--- config.mk ---
export PLATFORM = sky130hd
export DESIGN_NAME = mod107_residue_accumulator
export DESIGN_NICKNAME = d
export VERILOG_FILES = /design/src/rtl/mod107_residue_accumulator.sv
export SDC_FILE = /design/constraint.sdc
export NUM_CORES = 1
export LEC_CHECK = 0
export CORE_MARGIN = 10
export CORE_UTILIZATION = 50
export DETAILED_ROUTE_END_ITERATION = 12
export MAX_ROUTING_LAYER = met4
export PLACE_DENSITY_LB_ADDON = 0.08
export SETUP_SLACK_MARGIN = 0.1
export SYNTH_ARGS = -nofsm -noshare
export SYNTH_HDL_FRONTEND = slang
export SYNTH_SLANG_ARGS = --single-unit
--- constraint.sdc ---
create_clock -name clk -period 5.8 [get_ports clk]
set_input_delay 0.58 -clock clk [delete_from_list [all_inputs] [get_ports clk]]
set_output_delay 0.58 -clock clk [all_outputs]
set_load 0.05 [all_outputs]
--- src/rtl/mod107_residue_accumulator.sv ---
// Mod-107 residue accumulator: sums per-chunk LUT residues of a 400-bit
// operand and presents the frame residue with a count/range error flag.
//
// Ports:
//   clk, rst            clock, async active-high reset
//   in_valid/in_ready   residue beat handshake (in_res, in_last)
//   out_valid/out_ready frame result handshake (out_res, out_err)
module mod107_residue_accumulator #(
    parameter int MOD        = 107,
    parameter int RES_W      = 7,
    parameter int NUM_CHUNKS = 67,
    parameter int CNT_W      = 7
) (
    input  logic             clk,
    input  logic             rst,
    input  logic             in_valid,
    output logic             in_ready,
    input  logic [RES_W-1:0] in_res,
    input  logic             in_last,
    output logic             out_valid,
    input  logic             out_ready,
    output logic [RES_W-1:0] out_res,
    output logic             out_err
);

    typedef enum logic {
        ACCUM,
        HOLD
    } state_t;

    localparam logic [RES_W:0] MOD_X =
        (RES_W+1)'(MOD);
    localparam logic [CNT_W:0] NUM_X =
        (CNT_W+1)'(NUM_CHUNKS);
    localparam logic [CNT_W-1:0] CNT_MAX = '1;
    localparam logic [CNT_W:0] CNT_ONE =
        (CNT_W+1)'(1);

    state_t             state;
    logic [RES_W-1:0]   acc;
    logic [CNT_W-1:0]   cnt;
    logic               err_sticky;

    logic               beat;
    logic               in_oor;
    logic [RES_W:0]     in_x;
    logic [RES_W-1:0]   r;
    logic [RES_W:0]     s;
    logic [RES_W-1:0]   acc_next;
    logic [CNT_W:0]     cnt_inc;
    logic [CNT_W-1:0]   cnt_next;
    logic               count_bad;
    logic               err_next;

    assign beat   = in_valid & in_ready;

    // Residues >= MOD are folded once; a 7-bit value
    // is always < 2*MOD so one subtract suffices.
    assign in_x   = {1'b0, in_res};
    assign in_oor = in_x >= MOD_X;
    assign r      = in_oor ? RES_W'(in_x - MOD_X)
                           : in_res;

    // Both operands < MOD, so the sum fits in
    // RES_W+1 bits and needs one conditional subtract.
    assign s        = {1'b0, acc} + {1'b0, r};
    assign acc_next = (s >= MOD_X) ? RES_W'(s - MOD_X)
                                   : s[RES_W-1:0];

    // Count compare is done one bit wider so a
    // saturated counter can never alias NUM_CHUNKS.
    assign cnt_inc   = {1'b0, cnt} + CNT_ONE;
    assign cnt_next  = (cnt == CNT_MAX) ? cnt
                                        : cnt_inc[CNT_W-1:0];
    assign count_bad = cnt_inc != NUM_X;
    assign err_next  = err_sticky | in_oor;

    always_ff @(posedge clk or posedge rst) begin
        if (rst) begin
            state      <= ACCUM;
            acc        <= '0;
            cnt        <= '0;
            err_sticky <= 1'b0;
            in_ready   <= 1'b0;
            out_valid  <= 1'b0;
            out_res    <= '0;
            out_err    <= 1'b0;
        end else begin
            unique case (state)
                ACCUM: begin
                    in_ready <= 1'b1;
                    if (beat) begin
                        acc        <= acc_next;
                        cnt        <= cnt_next;
                        err_sticky <= err_next;
                        if (in_last) begin
                            out_res   <= acc_next;
                            out_err   <= err_next | count_bad;
                            out_valid <= 1'b1;
                            in_ready  <= 1'b0;
                            state     <= HOLD;
                        end
                    end
                end
                HOLD: begin
                    if (out_ready) begin
                        out_valid  <= 1'b0;
                        acc        <= '0;
                        cnt        <= '0;
                        err_sticky <= 1'b0;
                        in_ready   <= 1'b1;
                        state      <= ACCUM;
                    end
                end
            endcase
        end
    end

endmodule

; Word level (Yosys, flattened, before mapping)
; Index checks and enable logic that the tools add are counted.
[totals]
inputBits = 12
regBits = 26
elab_cells = 50
[classes]
n_addsub = 4
bitwise_logic = 4
reduce_logical = 4
n_eq_ne = 6
mux = 22
n_lt_le_gt_ge = 2
[op_table]
columns = op, count
row1 = two-way mux 7 bit, 6
row2 = case mux 7 bit (2 select lines), 2
row3 = subtractor 7 bit (second input constant), 2
row4 = two-way mux 1 bit, 10
row5 = AND reduction 3 bit, 3
row6 = adder 7 x 1 -> 8 bit (second input constant), 1
row7 = adder 7 x 7 -> 8 bit, 1
row8 = >= comparator 8 x 7 -> 1 bit (second input constant), 1
row9 = != test 2 bit (second input constant), 4
row10 = != test 8 x 7 -> 1 bit (second input constant), 1
row11 = case mux 1 bit (2 select lines), 4
row12 = == test 7 bit (second input constant), 1
row13 = >= comparator 7 bit (second input constant), 1
row14 = bitwise OR 1 bit, 2
row15 = AND reduction 2 bit, 1
row16 = AND 1 bit, 1
row17 = NOT 1 bit, 1

; Depth between registers and ports, before layout
[logic_depth]
depth_word = 7
depth_mapped = 17
ltp_nobuf = 16

; Worst setup path after synthesis
; No wires, ideal clock.
[synth_timing]
kind = input to register
from = input in_res[0]
to = register acc[3]
path_stages = 17
required_time_ns = 5.674
t_arrival_ns = 3.699
slack_ns = 1.975
cell_sequence = a21o_1 > a21oi_1 > o21ai_0 > and3_1 > clkbuf_1 > xor2_1 > ha_1 > inv_1 > fa_1 > inv_1 > ha_1 > nor2_1 > nor3_2 > a21o_2 > nand2_4 > and3_4 > a221o_1
[synth_via]
elab_chain_cells = 7
[synth_rtl]
columns = item, line_no
row1 = start: declaration, 18  ; input logic [RES_W-1:0] in_res,
row2 = subtractor 7 bit or >= comparator 7 bit (tied branches), "61, 60"
row3 = two-way mux 7 bit (*), 61  ; assign r = in_oor ? RES_W'(in_x - MOD_X)
row4 = adder 7 x 7 -> 8 bit (*), 66  ; assign s = {1'b0, acc} + {1'b0, r};
row5 = subtractor 7 bit or >= comparator 8 x 7 -> 1 bit (tied branches), 67  ; assign acc_next = (s >= MOD_X) ? RES_W'(s - MOD_X)
row6 = two-way mux 7 bit (*), 67
row7 = two-way mux 7 bit (*), 92  ; if (beat) begin
row8 = case mux 7 bit (2 select lines) (*), 89  ; unique case (state)
row9 = end signal: assignment, 93  ; acc <= acc_next;
row10 = end: declaration, 40  ; logic [RES_W-1:0] acc;
; Mark *: on every way between the ends. The rest lies on a longest branch, timed or not. The select of a mux whose other input is x is not followed.
; A chain may end at the register's enable or synchronous reset.

; Final worst setup path
[layout_timing]
from = input in_res[0]
to = register acc[4]
; The elaborated chain is that of the path after synthesis.

==> metrics.csv <==
metric,value,unit
drv_slew,0,
critical_path.max_fanout,7,
ir_drop,0.396,mV
initial_core_util,52.9,%
crit_path_end_kind,flop,
grt_use_total,15.1,%
root_buffer,clkbuf_8,
io_pins,22,
startpoint_type,primary input,
status,completed,
yosysWarnings,0,
final_nets,296,
dpl.hpwl,4.12,mm
cts.sinks,26,
cts_hold_buf,0,
dr.first_iter.drc_count,168,
antenna_found_initial,0,
setup_violations,0,
clkTransAtPathRegs,0.10,ns
cp.arrival,4.58,ns
routed_via_density,6.16,
grt_pass1_wl,9.09,mm
synth-seq-cells,26,
crit_type,in -> reg,
yosysMostFrequentCell,dfrtp_1,
drc_errors,0,
hp-class,reg -> reg,
maxCapViolCount,0,
syn_nets,280,
synth_common_cells,"dfrtp_1 (26), nand2_1 (23), o21ai_0 (21)",
finClkSkew,0.00188,ns
synth-edff-count,0,
grt_start_max_net_pins,27,
drtAntennaViolNets,0,
slew_headroom,32.2,%
grt_pass1_vias,1845,
fin_util,60.3,%
async_flop_share,100,%
die_x,85.8,um
avgSynthCellArea,8.51,um2
routed_wl,5.48,mm
required,6.03,ns
synth_area,2160,um2
grt_setup_unrepaired,no,
wl_per_cell,17.2,um
antenna_cells,0,
die_area,7350,um2
seq_area_frac_synth,30.1,%
post-cts-setup-buffers,0,
cts_resized,0,
power.total,1.49,mW
fp.coreArea,4090,um2
yosysTopAreaCell,dfrtp_1,
synthFlopType,dfrtp_1,
setup_tns,0,ns
drive_gt1_share,8.55,%
area_growth,14.1,%
clkLatencyLatePin,0.28,ns
p_leak,1.07,nW
cts_made_buffers,3,
tightest_slew,1.02,ns
holdWs,0.490,ns
hold_viol_final,0,
gp_congestion,0.883,
die_y,85.8,um
yosysTopAreaCellShare,30.1,%
fin_crit,4.35,ns
first_pass_iters,4,
row_count,23,
numPortBuffers,21,
yosysUniqueCellTypes,58,
h-tree-depth,1,
cts_tree,yes,
power.density,603,nW/um2
syn_inst,254,
clock_path_buffers,2,
clock.fmax,230,MHz
dr_total_vias,1965,
timing.final.crit_share,75.1,%
overflow,0,
netlist_top_cells_area,"dfrtp_1 (30%), ha_1 (7.5%), o21ai_0 (4.9%)",
## path summary, 6_finish.rpt
| path | start | to | slack [ns] | cells past startpoint |
|---|---|---|---|---|
| max in group asynchronous | rst | cnt[2]$_DFFE_PP0P_ | 4.36 | 2 |
| min in group asynchronous | rst | out_res[6]$_DFFE_PP0P_ | 0.83 | 2 |
| max | in_res[0] | acc[4]$_DFFE_PP0P_ | 1.45 | 17 |
| min reg2reg | out_valid$_DFFE_PP0P_ | out_valid$_DFFE_PP0P_ | 0.49 | 2 |
| min | out_valid$_DFFE_PP0P_ | out_valid$_DFFE_PP0P_ | 0.49 | 2 |
| max reg2reg | acc[0]$_DFFE_PP0P_ | acc[4]$_DFFE_PP0P_ | 2.78 | 11 |
## state kept, by name (all words and copies together), names as in the netlist
signal      count
acc             7
out_valid       1
out_res         7
err_sticky      1
state           1
in_ready        1
out_err         1
cnt             7
## critical path: stages
cell and delay (ns):
clkdlybuf4s50_1 0.52, ha_1 0.20, nand2_1 0.05, o21ai_0 0.13
and3_1 0.32, xor2_1 0.20, ha_1 0.21, inv_1 0.06
fa_1 0.51, inv_1 0.13, ha_1 0.26, nor2_1 0.09
nor3_2 0.40, a21o_2 0.20, nand3_1 0.17, nor4_1 0.37
a211o_1 0.16
## per-layer routing
layer  up-vias  GRT usage, %  share of wire (%)
met5         -             -                  0
met4         0          3.29               0.42
met3         4          2.65                4.4
met2        54          21.8                 43
met1       942          21.3                 52
li1        965             -                  -
## cells in the final DEF, fill, tap and decap left out, drive strengths merged, types with 2 or more instances in the layout
| master | n |
|---|---|
| dfrtp | 26 |
| o21ai | 26 |
| nand2 | 24 |
| clkdlybuf4s50 | 21 |
| a21oi | 17 |
| inv | 14 |
| nor2 | 14 |
| nand3 | 14 |
| ha | 13 |
| nor3 | 11 |
| and3 | 7 |
| xnor2 | 6 |
| nand2b | 6 |
| nor4 | 5 |
| a21o | 5 |
| a221oi | 5 |
| a31oi | 5 |
| or2 | 5 |
| o21a | 4 |
| xor2 | 3 |
| a22oi | 3 |
| mux2i | 3 |
| clkbuf | 3 |
| a211o | 2 |
| nor2b | 2 |
| o311a | 2 |
| a211oi | 2 |
| and2 | 2 |
| o311ai | 2 |
## layout make-up
class / count / area (um2)
clock buffers: 3 / 41.3
clock inverters: 1 / 30.0
fillers: 375 / 1620
inverters: 14 / 52.6
multi-input cells: 204 / 1420
flip-flops and latches: 26 / 651
well taps: 50 / 62.6
repair buffers: 21 / 210
## cells by family after synthesis
group / Yosys count / synth area share, %
simple gates: 95 / 24.5
buf+inv: 24 / 4.28
flops: 26 / 30.1
xor+xnor: 9 / 3.65
compound gates: 82 / 27.1
fa+ha+maj: 14 / 8.45
mux: 4 / 1.91
## per-stage QoR
stage / worst slack [ns] / area (um2) / std cells
global placement: 1.31 / 2390 / 315
CTS: 1.47 / 2470 / 319
global route: 1.13 / 2470 / 319
floorplan: 1.97 / 2160 / 254
finish: 1.45 / 2470 / 319
detailed placement: 1.21 / 2390 / 315
## power by group
group          internal (mW)  leakage (nW)  switching [mW]
Combinational          0.379         0.711           0.655
Clock                 0.0926        0.0357          0.0656
Sequential             0.245         0.323          0.0503
Power figures use the tool's default switching activity.
